==> config.mk <==
export PLATFORM = sky130hd
export DESIGN_NAME = ws2812_tx
export DESIGN_NICKNAME = d
export VERILOG_FILES = /design/src/rtl/ws2812_pkg.sv /design/src/rtl/ws2812_bit_cell.sv /design/src/rtl/ws2812_tx.sv
export SDC_FILE = /design/constraint.sdc
export NUM_CORES = 1
export LEC_CHECK = 0
export ABC_AREA = 1
export BUFFER_PORTS_ARGS = -buffer_cell sky130_fd_sc_hd__buf_2
export CORE_MARGIN = 4
export CORE_UTILIZATION = 35
export CTS_CLUSTER_SIZE = 16
export DETAILED_ROUTE_END_ITERATION = 12
export PLACE_DENSITY = 0.48
export SLEW_MARGIN = 10
export SYNTH_ARGS = -nofsm -noshare
export SYNTH_HDL_FRONTEND = slang
export SYNTH_SLANG_ARGS = --single-unit
==> constraint.sdc <==
create_clock -name clk -period 2.3 [get_ports clk]
set_input_delay 0.115 -clock clk [delete_from_list [all_inputs] [get_ports clk]]
set_output_delay 0.115 -clock clk [all_outputs]
set_load 0.005 [all_outputs]
==> src/rtl/ws2812_pkg.sv <==
// Shared types and default 12 MHz timing for the WS2812 serializer.
package ws2812_pkg;

    typedef enum logic [1:0] {LATCH, LOAD, SEND} state_t;

    localparam int PIX_W        = 24;
    localparam int DEF_NUM_LEDS = 8;
    localparam int DEF_T0H      = 4;
    localparam int DEF_T1H      = 8;
    localparam int DEF_T_BIT    = 15;
    localparam int DEF_T_RESET  = 600;

    // LEDs expect green first, then red, then blue, each MSB first.
    function automatic logic [PIX_W-1:0] grb_pack(input logic [7:0] r,
                                                   input logic [7:0] g,
                                                   input logic [7:0] b);
        return {g, r, b};
    endfunction

endpackage

==> src/rtl/ws2812_bit_cell.sv <==
// One WS2812 bit cell: counts T_BIT clocks and drives the registered line high
// for T0H or T1H of them depending on the bit value.
module ws2812_bit_cell
    import ws2812_pkg::*;
#(
    parameter int T0H   = DEF_T0H,
    parameter int T1H   = DEF_T1H,
    parameter int T_BIT = DEF_T_BIT
) (
    input  logic clk,
    input  logic resetn,
    input  logic start,
    input  logic active,
    input  logic bit_val,
    output logic data_out,
    output logic cell_done
);

    localparam int CW = $clog2(T_BIT);

    logic [CW-1:0] cell_q, cell_d;
    logic [CW-1:0] high_len;
    logic          data_q, data_d;

    always_comb begin
        high_len  = bit_val ? CW'(T1H) : CW'(T0H);
        cell_done = active && (cell_q == CW'(T_BIT - 1));
        cell_d    = cell_q;
        if (start || cell_done) begin
            cell_d = '0;
        end else if (active) begin
            cell_d = cell_q + CW'(1);
        end
        data_d = active && (cell_q < high_len);
    end

    always_ff @(posedge clk or negedge resetn) begin
        if (!resetn) begin
            cell_q <= '0;
            data_q <= 1'b0;
        end else begin
            cell_q <= cell_d;
            data_q <= data_d;
        end
    end

    assign data_out = data_q;

endmodule

==> src/rtl/ws2812_tx.sv <==
// WS2812 frame serializer: requests NUM_LEDS pixels per frame over valid/ready,
// shifts each out GRB/MSB-first, then holds the line low for the latch period.
module ws2812_tx
    import ws2812_pkg::*;
#(
    parameter int NUM_LEDS = DEF_NUM_LEDS,
    parameter int T0H      = DEF_T0H,
    parameter int T1H      = DEF_T1H,
    parameter int T_BIT    = DEF_T_BIT,
    parameter int T_RESET  = DEF_T_RESET,
    localparam int IW      = (NUM_LEDS > 1) ? $clog2(NUM_LEDS) : 1
) (
    input  logic          clk,
    input  logic          resetn,
    input  logic [7:0]    red,
    input  logic [7:0]    green,
    input  logic [7:0]    blue,
    input  logic          pix_valid,
    output logic          pix_ready,
    output logic [IW-1:0] led_index,
    output logic          frame_start,
    output logic          busy,
    output logic          data_out
);

    localparam int LW = $clog2(T_RESET + 1);

    state_t             state_q, state_d;
    logic [LW-1:0]      lcnt_q, lcnt_d;
    logic [PIX_W-1:0]   shift_q, shift_d;
    logic [4:0]         bcnt_q, bcnt_d;
    logic [IW-1:0]      idx_q, idx_d;
    logic               fs_q, fs_d;
    logic               cell_start;
    logic               cell_done;

    always_comb begin
        state_d    = state_q;
        lcnt_d     = lcnt_q;
        shift_d    = shift_q;
        bcnt_d     = bcnt_q;
        idx_d      = idx_q;
        fs_d       = 1'b0;
        pix_ready  = 1'b0;
        busy       = 1'b0;
        cell_start = 1'b0;
        case (state_q)
            LATCH: begin
                if (lcnt_q == LW'(T_RESET - 1)) begin
                    state_d = LOAD;
                    lcnt_d  = '0;
                    idx_d   = '0;
                    fs_d    = 1'b1;
                end else begin
                    lcnt_d = lcnt_q + LW'(1);
                end
            end
            LOAD: begin
                pix_ready = 1'b1;
                if (pix_valid) begin
                    shift_d    = grb_pack(red, green, blue);
                    bcnt_d     = 5'(PIX_W - 1);
                    cell_start = 1'b1;
                    state_d    = SEND;
                end
            end
            SEND: begin
                busy = 1'b1;
                if (cell_done) begin
                    shift_d = {shift_q[PIX_W-2:0], 1'b0};
                    bcnt_d  = bcnt_q - 5'd1;
                    // Last bit of this pixel: either fetch the next LED or latch the frame.
                    if (bcnt_q == 5'd0) begin
                        if (idx_q == IW'(NUM_LEDS - 1)) begin
                            idx_d   = '0;
                            lcnt_d  = '0;
                            state_d = LATCH;
                        end else begin
                            idx_d   = idx_q + IW'(1);
                            state_d = LOAD;
                        end
                    end
                end
            end
            default: state_d = LATCH;
        endcase
    end

    always_ff @(posedge clk or negedge resetn) begin
        if (!resetn) begin
            state_q <= LATCH;
            lcnt_q  <= '0;
            shift_q <= '0;
            bcnt_q  <= '0;
            idx_q   <= '0;
            fs_q    <= 1'b0;
        end else begin
            state_q <= state_d;
            lcnt_q  <= lcnt_d;
            shift_q <= shift_d;
            bcnt_q  <= bcnt_d;
            idx_q   <= idx_d;
            fs_q    <= fs_d;
        end
    end

    ws2812_bit_cell #(
        .T0H   (T0H),
        .T1H   (T1H),
        .T_BIT (T_BIT)
    ) u_cell (
        .clk       (clk),
        .resetn    (resetn),
        .start     (cell_start),
        .active    (busy),
        .bit_val   (shift_q[PIX_W-1]),
        .data_out  (data_out),
        .cell_done (cell_done)
    );

    assign led_index   = idx_q;
    assign frame_start = fs_q;

endmodule

# After elaboration in Yosys (flattened, before gate mapping)
# Cells that the tools add are included.
[classes] addsub=4 n_lt_le_gt_ge=1 n_eq_ne=10 muxes=31 n_reduce_logical=12
[ops] cell="24-bit 2-to-1 mux" n=2
[ops] cell="24-bit case mux with 2 select lines" n=1
[ops] cell="10-bit 2-to-1 mux" n=4
[ops] cell="10-bit case mux with 2 select lines" n=1
[ops] cell="3-bit 2-to-1 mux" n=4
[ops] cell="4-bit 2-to-1 mux" n=3
[ops] cell="4-bit AND reduction" n=3
[ops] cell="10-bit by 1-bit adder with 10-bit output, second input constant" n=1
[ops] cell="10-bit == test, second input constant" n=1
[ops] cell="5-bit 2-to-1 mux" n=2
[ops] cell="2-bit inequality test, second input constant" n=5
[ops] cell="5-bit case mux with 2 select lines" n=1
[ops] cell="2-bit 2-to-1 mux" n=4
[ops] cell="1-bit 2-to-1 mux" n=7
[ops] cell="2-bit case mux with 3 select lines" n=1
[ops] cell="3-bit case mux with 2 select lines" n=1
[ops] cell="2-bit nonzero test" n=3
[ops] cell="5-bit logical NOT" n=1
[ops] cell="5-bit by 1-bit subtractor with 5-bit output, second input constant" n=1
[ops] cell="4-bit by 1-bit adder with 4-bit output, second input constant" n=1
[ops] cell="4-bit == test, second input constant" n=1
[ops] cell="4-bit < comparator" n=1
[ops] cell="3-bit by 1-bit adder with 3-bit output, second input constant" n=1
[ops] cell="3-bit == test, second input constant" n=1
[ops] cell="other kinds (6)" n=7
[word_totals] regBits=50 in_bits=27 output_inout_bits=7

# Logic depth before layout (Yosys ltp)
# Gate-level depths: netlist of the first run.
[logic_depth] ltp_word=5 ltp_mapped=11 depth_no_buf=11

# Modules after synthesis
# From an unflattened synthesis of the first run, not the netlist that was laid out.
[unflattened] hier_cells=324 area_unflattened_um2=2711.4
[by_module_without_submodules] module="ws2812_tx" n_inst=1 cells_per_inst=292 area_per_inst_um2=2436.1
[by_module_without_submodules] module="ws2812_bit_cell" n_inst=1 cells_per_inst=32 area_per_inst_um2=275.3

# Worst setup path after synthesis of the first run
# No wires, ideal clock.
[synth_timing] path_type="register to register" startpoint="register idx_q[0] (netlist: led_index[0])" endpoint="register lcnt_q[3]" setup_ps=122 arrival_time_ps=1312 required_time_ps=2178 slack_ps=867 path_stages_with_launch=8 n_path_buf=1 cell_sequence="dfrtp_1 > ha_1 > ha_1 > o21ai_0 > inv_1 > nand3_2 > buf_4 > o21ai_1"
[synth_via] elab_chain_len=3
[synth_lines] element="start: declaration" line_no="ws2812_tx.sv:32" text="logic [IW-1:0] idx_q, idx_d;"
[synth_lines] element="start signal: assignment" line_no="ws2812_tx.sv:102" text="idx_q <= idx_d;"
[synth_lines] element="3-bit == test" line_no="ws2812_tx.sv:74" text="if (idx_q == IW'(NUM_LEDS - 1)) begin"
[synth_lines] element="2-bit inequality test (no source line)"
[synth_lines] element="4-bit AND reduction (no source line)"
[synth_lines] element="end signal: assignment" line_no="ws2812_tx.sv:99" text="lcnt_q <= lcnt_d;"
[synth_lines] element="end: declaration" line_no="ws2812_tx.sv:29" text="logic [LW-1:0] lcnt_q, lcnt_d;"
# Every way passes these cells.
# A chain may end at the register's enable or synchronous reset.

# Final worst setup path of the first run
[layout_timing] startpoint="register bcnt_q[0]" endpoint="register lcnt_q[4]"
[layout_via] elab_chain_len=3
[layout_lines] element="start: declaration" line_no="ws2812_tx.sv:31" text="logic [4:0] bcnt_q, bcnt_d;"
[layout_lines] element="start signal: assignment" line_no="ws2812_tx.sv:101" text="bcnt_q <= bcnt_d;"
[layout_lines] element="5-bit logical NOT" line_no="ws2812_tx.sv:73" text="if (bcnt_q == 5'd0) begin"
[layout_lines] element="2-bit inequality test (no source line)"
[layout_lines] element="4-bit AND reduction (no source line)"
# Every way passes these cells.

==> impl_metrics.yaml, run 1 <==
floorplan:
  pin_count: 34
  core_mm2: 0.00789
  rows: 32
  die_w_um: 98.9
  die-height_um: 98.9
  die-area_mm2: 0.00978
  start_util_pct: 36.6
power_and_ir_drop:
  p_sw_share_pct: 23.5
  irDropWorstVdd_mv: 0.236
  seq_power_share_pct: 58.6
  p_switching_uw: 367
  p_int_uw: 1190
  p_per_area_mw_per_mm2: 487
  leakagePower_uw: 0.00151
  p_total_uw: 1560
  clkPwrFrac_pct: 35.5
  comb_power_share_pct: 6.0
global_routing:
  grt.total_usage_pct: 11.6
  antenna_found_initial: 0
  grt_pass1_wl_mm: 9.40
  grt_max_degree: 51
  overflow: 0
  grt_pass1_vias: 2087
worst_hold_path:
  hold_path_class: "primary input to flip-flop"
  min_from: "pix_valid"
setup_path:
  rrSetupSlack_ps: 520
  startpoint: "bcnt_q[0]$_DFFE_PN0P_"
  crit_arrival_ps: 1980
  start_kind: "flip-flop"
  critPathMaxFanout: 14
  end_kind: "flip-flop"
  required_ps: 2500
  crit_type: "flip-flop to flip-flop"
  r2r_start: "bcnt_q[0]$_DFFE_PN0P_"
logic_synthesis:
  syn_nets: 351
  async_flop_share_pct: 100
  netlist_instances: 317
  synth-xor-area-share_pct: 0.303
  synth_top_area_share_pct: 43.3
  synthMuxAreaShare_pct: 0
  synthFlopType: "dfrtp_1"
  ys_warn_count: 0
  syn_avg_cell_area_um2: 9.12
  synth_area_leaders: "dfrtp_1 (43%), o211ai_2 (10%), nand2_1 (9.1%)"
  post_synth_fa_ha_maj_area_fraction_pct: 3.03
  synth-seq-cells: 50
  synth_top_family_by_area: "compound AO/OA/AOI/OAI gates"
  synth_top_area_cell: "dfrtp_1"
  synth-simple-area-share_pct: 20.9
  ys_types: 37
  ys_seq_area_share_pct: 43.3
  synth-compound-area-share_pct: 21.7
  synth_edf_count: 0
  netlist_area_mm2: 0.00289
clock_network:
  clk-insertion-delay-late_ps: 300
  clock_sinks: 50
  cts_max_path_buffers: 2
  cts_buffers: 5
  cts_tree: "done"
  cts_root_buffer: "clkbuf_8"
  post_cts_resized: 0
  htreeDepth: 2
  cts.clk_slew.worst_paths_ps: 100
cells_and_area:
  fillerInstances: 806
  drive_above_1_share_pct: 31.1
  multi_input_area_mm2: 0.00133
  regArea_mm2: 0.00125
  num_antenna_cells: 0
  areaGrowthSynthToFinish_pct: 10.8
  final_nets: 383
route:
  vias: 2091
  drt_iter0_markers: 68
  drtAntennaViolNets: 0
  detail_route.wl_per_cell_um: 11.8
  route.detailed.drc: 0
  drt_first_pass_iters: 4
  routed_wirelength_mm: 5.33
  vias_per_cell: 4.63
place:
  hpwl_mm: 3.85
  portBuffers: 33
  gp_congestion: 0.711
  pre_cts_slack_ps: 538
sta:
  slew_viol_final: 0
  fin_ws_ps: 522
  min_period_ps: 1780
  whs_ps: 20.0
  final_hold_viol_count: 0
  period_share_pct: 77.3
  setup_tns_ps: 0
  relSlewSlack_pct: 58.8
  setup-violations-final: 0
  fmax_ghz: 0.562
  rsz0062_at_grt: "false"
  tightest_slew_ps: 618
  skew_ps: 9.49
status:
  status: "completed"
job:
  maxCapViolations: 0
worst max-delay path, stage by stage, from the launching register on:
cell	delay (ps)
dfrtp_1	440
inv_1	70
ha_1	160
inv_1	60
nor2_1	110
nand2_1	100
nand2_1	90
nand3_2	250
inv_2	180
o21ai_1	70
and2_1	140
flip-flops by register name, summed over array words and instances (netlist names):
signal / cells
u_cell.cell_q: 4
frame_start: 1
shift_q: 24
led_index: 3
state_q: 2
lcnt_q: 10
u_cell.data_out: 1
bcnt_q: 5
cell usage in the layout (no fill, tap or decap), types with 4 or more instances in the layout:
master    synthesis  final
o21ai_1           7      7
buf_4             2      4
dfrtp_1          50     50
clkbuf_8          0      6
o21ai_0           6      6
inv_2             4      4
a21oi_1           4      4
nor3_1            4      4
ha_1              7      7
o21ai_2          24     24
nor2_1           20     20
inv_1            44     44
nand4_1           4      4
buf_2             6     33
nand2_1          70     70
nand3_1          15     15
o211ai_2         23     23
power by group through the flow:
stage	clock, uW	combinational, uW	sequential (uW)
global route	615	107	916
finish	553	92.8	913
global placement	0	93.2	930
detailed placement	0	94.9	931
floorplan	0	40.9	929
CTS	585	96.4	913
through the flow:
step | util [%] | area (um2) | cells
floorplan | - | 2890 | 317
global placement | 39.2 | 3090 | 443
detailed placement | 39.2 | 3090 | 443
CTS | 40.6 | 3200 | 452
global route | 40.6 | 3200 | 452
finish | 40.6 | 3200 | 452
path summary, 6_finish.rpt:
check / cells past startpoint / to
max in group asynchronous: 3 / state_q[0]$_DFFE_PN0P_
worst max-delay path: 10 / lcnt_q[4]$_DFFE_PN0P_
worst min-delay path: 2 / state_q[0]$_DFFE_PN0P_
min in group asynchronous: 2 / shift_q[5]$_DFFE_PN0P_
worst max register to register: 10 / lcnt_q[4]$_DFFE_PN0P_
worst min register to register: 1 / lcnt_q[0]$_DFFE_PN0P_
what timing repair did:
item / 4_1_cts / 5_1_grt
hold buffers: 1 / 0
endpoints found under the hold margin: 25 / 0
setup buffers: 0 / 0
logic make-up (layout without fill, tap and decap cells):
| kind of cell | after synthesis | after routing |
|---|---|---|
| AND/OR/NAND/NOR | 127 | 127 |
| AO/OA/AOI/OAI | 70 | 70 |
| buffers and inverters | 62 | 95 |
| flip-flops | 50 | 50 |
| adder cells (fa/ha/maj) | 7 | 7 |
| XOR/XNOR | 1 | 1 |
synthesized netlist by cell type, drive strengths merged (2+ instances only):
library cell  number
a21oi              5
nor3               4
o21ai             37
nand3             18
dfrtp             50
inv               49
buf               12
nand4              4
o211ai            23
nor2              24
ha                 7
o21bai             2
nand2             73
final cells by class:
| class | count | share of cell area [%] |
|---|---|---|
| well taps | 102 | 3.99 |
| repair buffers | 38 | 6.41 |
| inverters | 49 | 5.98 |
| multi-input cells | 205 | 41.5 |
| flip-flops and latches | 50 | 39.1 |
| clock buffers | 6 | 2.58 |
| clock inverters | 2 | 0.508 |
routing by layer:
metal  vias to the layer above  part of all wire, %  track usage [%]
met1                       963                   51             16.5
met2                        31                   45             18.1
met4                         0                 0.49             2.52
li1                       1095                    -                -
met3                         2                  4.0             2.41
met5                         -                    0                0
No activity file was read; power rests on OpenSTA's default activity.
==> run 2, diff against run 1 <==
==> constraint.sdc (replaced) <==
create_clock -name clk -period 1.65 [get_ports clk]
set_input_delay 0.0825 -clock clk [delete_from_list [all_inputs] [get_ports clk]]
set_output_delay 0.0825 -clock clk [all_outputs]
set_load 0.005 [all_outputs]
==> impl_metrics.yaml, run 2 (synthesis gave the netlist of run 1 again) <==
status:
  status: "completed"
route:
  drt_iter0_markers: 56
  vias: 2171
  vias_per_cell: 4.64
  route.detailed.drc: 0
  routed_wirelength_mm: 5.24
  drtAntennaViolNets: 0
  detail_route.wl_per_cell_um: 11.2
  drt_first_pass_iters: 6
place:
  portBuffers: 33
  placedCellCount: 457
  place_area_mm2: 0.00326
  gp_congestion: 0.820
  pre_cts_slack_ps: 55.2
  hpwl_mm: 3.74
power_and_ir_drop:
  p_switching_uw: 475
  clkPwrFrac_pct: 38.3
  irDropWorstVdd_mv: 0.304
  leakagePower_uw: 0.00162
  seq_power_share_pct: 55.7
  comb_power_share_pct: 6.0
  p_int_uw: 1810
  p_per_area_mw_per_mm2: 663
  p_sw_share_pct: 20.8
sta:
  fmax_ghz: 0.653
  relSlewSlack_pct: 76.9
  period_share_pct: 92.8
  tightest_slew_ps: 345
  fin_ws_ps: 118
  rsz0062_at_grt: "false"
  min_period_ps: 1530
  slew_viol_final: 0
  setup_tns_ps: 0
  final_hold_viol_count: 0
  skew_ps: 6.93
  setup-violations-final: 0
floorplan:
  start_util_pct: 36.6
  die-area_mm2: 0.00978
  core_mm2: 0.00789
  pin_count: 34
  die-height_um: 98.9
  rows: 32
  die_w_um: 98.9
setup_path:
  crit_arrival_ps: 1760
  critPathMaxFanout: 15
  crit_type: "flip-flop to flip-flop"
  start_kind: "flip-flop"
  required_ps: 1880
  end_kind: "flip-flop"
job:
  maxCapViolations: 0
clock_network:
  htreeDepth: 2
  cts_max_path_buffers: 2
  clk-insertion-delay-late_ps: 300
  cts_buffers: 5
  cts_root_buffer: "clkbuf_8"
  cts_tree: "done"
  clock_sinks: 50
  cts.clk_slew.worst_paths_ps: 90
global_routing:
  grt_pass1_wl_mm: 9.47
  antenna_found_initial: 0
  grt.total_usage_pct: 11.6
  overflow: 0
  grt_pass1_vias: 2081
  grt_max_degree: 51
cells_and_area:
  areaGrowthSynthToFinish_pct: 19.2
  fin_cells: 468
  regArea_mm2: 0.00125
  top_regs: "shift_q (24), lcnt_q (10), bcnt_q (5)"
  final_util_pct: 43.7
  layout_commonest_cell: "nand2_1"
  final_nets: 400
  multi_input_area_mm2: 0.00136
  num_antenna_cells: 0
  largest_register_ffs: 24
  top_register: "shift_q"
  stdcell_area_mm2: 0.00344
  final_cell_mix: "nand2_1 (69), dfrtp_1 (50), inv_1 (44)"
  drive_above_1_share_pct: 34.4
  fillerInstances: 767
worst_hold_path:
  hold_path_class: "primary input to flip-flop"
==> run 2: repair_timing <==
| action | CTS | global route |
|---|---|---|
| resized for setup | 0 | 8 |
| hold buffers | 3 | 0 |
| endpoints found under the hold margin | 52 | 0 |
| buffers inserted | 0 | 1 |
| endpoints found under the setup margin | 0 | 14 |
==> run 2: stage by stage <==
step	hold slack, ps	power, uW
6_report	38.1	2280
3_3_place_gp	102	1430
3_5_place_dp	98.5	1430
4_1_cts	27.4	2330
2_1_floorplan	-213	1350
5_1_grt	33.4	2400
==> run 2: worst paths after layout <==
check	startpoint	to	slack, ps	cells after the start
min in group asynchronous	resetn	shift_q[5]$_DFFE_PN0P_	310	3
worst min-delay path	blue[2]	shift_q[2]$_DFFE_PN0P_	40	3
worst max register to register	u_cell.cell_q[0]$_DFFE_PN0P_	shift_q[4]$_DFFE_PN0P_	120	9
max in group asynchronous	resetn	lcnt_q[4]$_DFFE_PN0P_	1110	3
worst min register to register	lcnt_q[0]$_DFFE_PN0P_	lcnt_q[0]$_DFFE_PN0P_	510	1
worst max-delay path	u_cell.cell_q[0]$_DFFE_PN0P_	shift_q[4]$_DFFE_PN0P_	120	9
==> run 2: critical path, stage by stage, from the launching register on <==
cell and delay, ps:
dfrtp_1 380, inv_1 50, ha_1 180, nand3_4 140
nor2_8 190, nor2_8 70, inv_8 140, buf_12 160
o211ai_2 90, o21ai_2 60
==> run 2: final cells by class <==
type,count,share of cell area (%)
Sequential cell,50,36.3
Tap cell,102,3.71
Inverter,49,5.63
Clock buffer,6,2.40
Timing Repair Buffer,55,11.6
Multi-Input combinational cell,205,39.4
Clock inverter,1,0.872
==> run 2: per-layer routing <==
| layer | share of wire (%) | global-route usage (%) | routed length [um] | vias to the layer above |
|---|---|---|---|---|
| met5 | 0 | 0 | 0 | - |
| met4 | 1.2 | 3.47 | 63 | 0 |
| met3 | 4.4 | 2.69 | 232 | 7 |
| met2 | 44 | 18.3 | 2310 | 35 |
| met1 | 50 | 16.0 | 2630 | 996 |
| li1 | - | - | - | 1133 |
==> run 2: power by group through the flow <==
stage	combinational (uW)	sequential, uW	clock, uW
finish	138	1270	874
global route	159	1280	960
CTS	143	1270	916
detailed placement	138	1300	0
global placement	136	1300	0
floorplan	57.0	1290	0
==> run 3, diff against run 2 <==
--- a/config.mk
+++ b/config.mk
@@ -7,6 +7,7 @@
 export LEC_CHECK = 0
 export ABC_AREA = 1
 export BUFFER_PORTS_ARGS = -buffer_cell sky130_fd_sc_hd__buf_2
+export CORE_ASPECT_RATIO = 0.75
 export CORE_MARGIN = 4
 export CORE_UTILIZATION = 35
 export CTS_CLUSTER_SIZE = 16
==> impl_metrics.yaml, run 3 (synthesis gave the netlist of run 1 again) <==
sta:
  min_period_ps: 1530
  skew_ps: 9.82
  tightest_slew_ps: 482
  final_hold_viol_count: 0
  fin_ws_ps: 124
  setup-violations-final: 0
  setup_tns_ps: 0
  relSlewSlack_pct: 67.9
  fmax_ghz: 0.655
  rsz0062_at_grt: "false"
  slew_viol_final: 0
  period_share_pct: 92.5
cells_and_area:
  stdcell_area_mm2: 0.00344
  largest_register_ffs: 24
  num_antenna_cells: 0
  fillerInstances: 801
  final_cell_mix: "nand2_1 (68), dfrtp_1 (50), inv_1 (44)"
  areaGrowthSynthToFinish_pct: 19.1
  final_util_pct: 43.3
  top_register: "shift_q"
  drive_above_1_share_pct: 34.9
  final_nets: 397
  layout_commonest_cell: "nand2_1"
  top_regs: "shift_q (24), lcnt_q (10), bcnt_q (5)"
floorplan:
  die_w_um: 113
  core_mm2: 0.00795
  start_util_pct: 36.3
  die-area_mm2: 0.00979
  die-height_um: 86.7
  rows: 28
  pin_count: 34
power_and_ir_drop:
  clkPwrFrac_pct: 38.5
  p_sw_share_pct: 22.5
  leakagePower_uw: 0.00160
  comb_power_share_pct: 5.9
  p_switching_uw: 515
  seq_power_share_pct: 55.6
  irDropWorstVdd_mv: 0.316
  p_int_uw: 1770
  p_per_area_mw_per_mm2: 664
worst_hold_path:
  hold_path_class: "primary input to flip-flop"
  min_from: "red[4]"
  min_to: "shift_q[12]$_DFFE_PN0P_"
  min_path_cells: 3
route:
  drt_iter0_markers: 92
  vias: 2179
  drtAntennaViolNets: 0
  detail_route.wl_per_cell_um: 12.2
  drt_first_pass_iters: 4
  routed_wirelength_mm: 5.71
  vias_per_cell: 4.65
  route.detailed.drc: 0
place:
  gp_congestion: 0.783
  hpwl_mm: 4.00
  portBuffers: 33
  place_area_mm2: 0.00321
  pre_cts_slack_ps: 74.3
global_routing:
  grt_pass1_vias: 2115
  overflow: 0
  grtUsageMet3_pct: 2.58
  grt.met2_usage_pct: 18.1
  busiest_layer: "met2"
  antenna_found_initial: 0
  grt_max_degree: 49
  grtUsageMet1_pct: 18.0
  grt_pass1_wl_mm: 9.83
  grt.total_usage_pct: 12.1
job:
  maxCapViolations: 0
setup_path:
  rrSetupSlack_ps: 160
  critPathMaxFanout: 24
  end_kind: "output port"
  start_kind: "flip-flop"
  r2r_start: "led_index[0]$_DFFE_PN0P_"
  crit_arrival_ps: 1440
  r2r-end: "lcnt_q[3]$_DFFE_PN0P_"
  required_ps: 1570
  crit_type: "flip-flop to output port"
  rr_worst_depth: 8
clock_network:
  cts_max_path_buffers: 2
  cts_buffers: 5
  cts_root_buffer: "clkbuf_8"
  cts.clk_slew.worst_paths_ps: 100
  clock_sinks: 50
  cts_tree: "done"
  htreeDepth: 2
  clk-insertion-delay-late_ps: 300
status:
  status: "completed"
## run 3: cell types whose count changed in the layout (fill, tap and decap cells not counted), sizes merged
| cell | previous run | this run |
|---|---|---|
| buf | 52 | 48 |
| clkinvlp | 0 | 2 |
## run 3: worst max-delay path, cell delays in order (launching register included)
cell     delay [ps]
dfrtp_1         420
inv_2            90
nand2_4         100
inv_2           200
buf_12          200
buf_2           130
## run 3: timing repair
item                                    in CTS  in global routing
hold buffers                                 3                  0
endpoints found under the setup margin       0                 13
setup buffers                                0                  3
endpoints found under the hold margin       21                  0
resized for setup                            0                 12
## run 3: per-layer routing
layer / wire length, um / vias to the layer above
li1: - / 1130
met1: 3030 / 1018
met2: 2460 / 29
met3: 189 / 2
met4: 23 / 0
met5: 0 / -
## run 3: power by group through the flow
stage	sequential (uW)	clock, uW	combinational (uW)
6_report	1270	880	135
5_1_grt	1280	966	157
4_1_cts	1270	917	141
3_5_place_dp	1300	0	134
3_3_place_gp	1300	0	133
2_1_floorplan	1290	0	57.0
## run 3: final cells by class
class | count | area (um2) | area share (%)
clock inverters | 3 | 45.0 | 1.31
repair buffers | 52 | 387 | 11.2
clock buffers | 5 | 68.8 | 2.00
multi-input cells | 205 | 1370 | 39.7
well taps | 105 | 131 | 3.82
flip-flops and latches | 50 | 1250 | 36.4
inverters | 49 | 194 | 5.63
## run 3: worst max-delay path by stage
stage	startpoint	slack (ps)	depth (start not counted)	end
global route	lcnt_q[0]$_DFFE_PN0P_	9	8	led_index[1]$_DFFE_PN0P_
global placement	led_index[0]$_DFFE_PN0P_	110	8	lcnt_q[5]$_DFFE_PN0P_
finish	state_q[0]$_DFFE_PN0P_	120	5	busy
floorplan	led_index[0]$_DFFE_PN0P_	220	7	lcnt_q[3]$_DFFE_PN0P_
detailed placement	bcnt_q[1]$_DFFE_PN0P_	70	10	lcnt_q[4]$_DFFE_PN0P_
CTS	state_q[0]$_DFFE_PN0P_	30	5	busy
## run 3: metrics by stage
stage          cells  total power, uW  hold WS (ps)
2_1_floorplan    317             1350          -213
3_3_place_gp     454             1430          90.4
5_1_grt          469             2400          21.4
6_report         469             2290          24.9
4_1_cts          465             2330          23.7
3_5_place_dp     454             1430          88.9
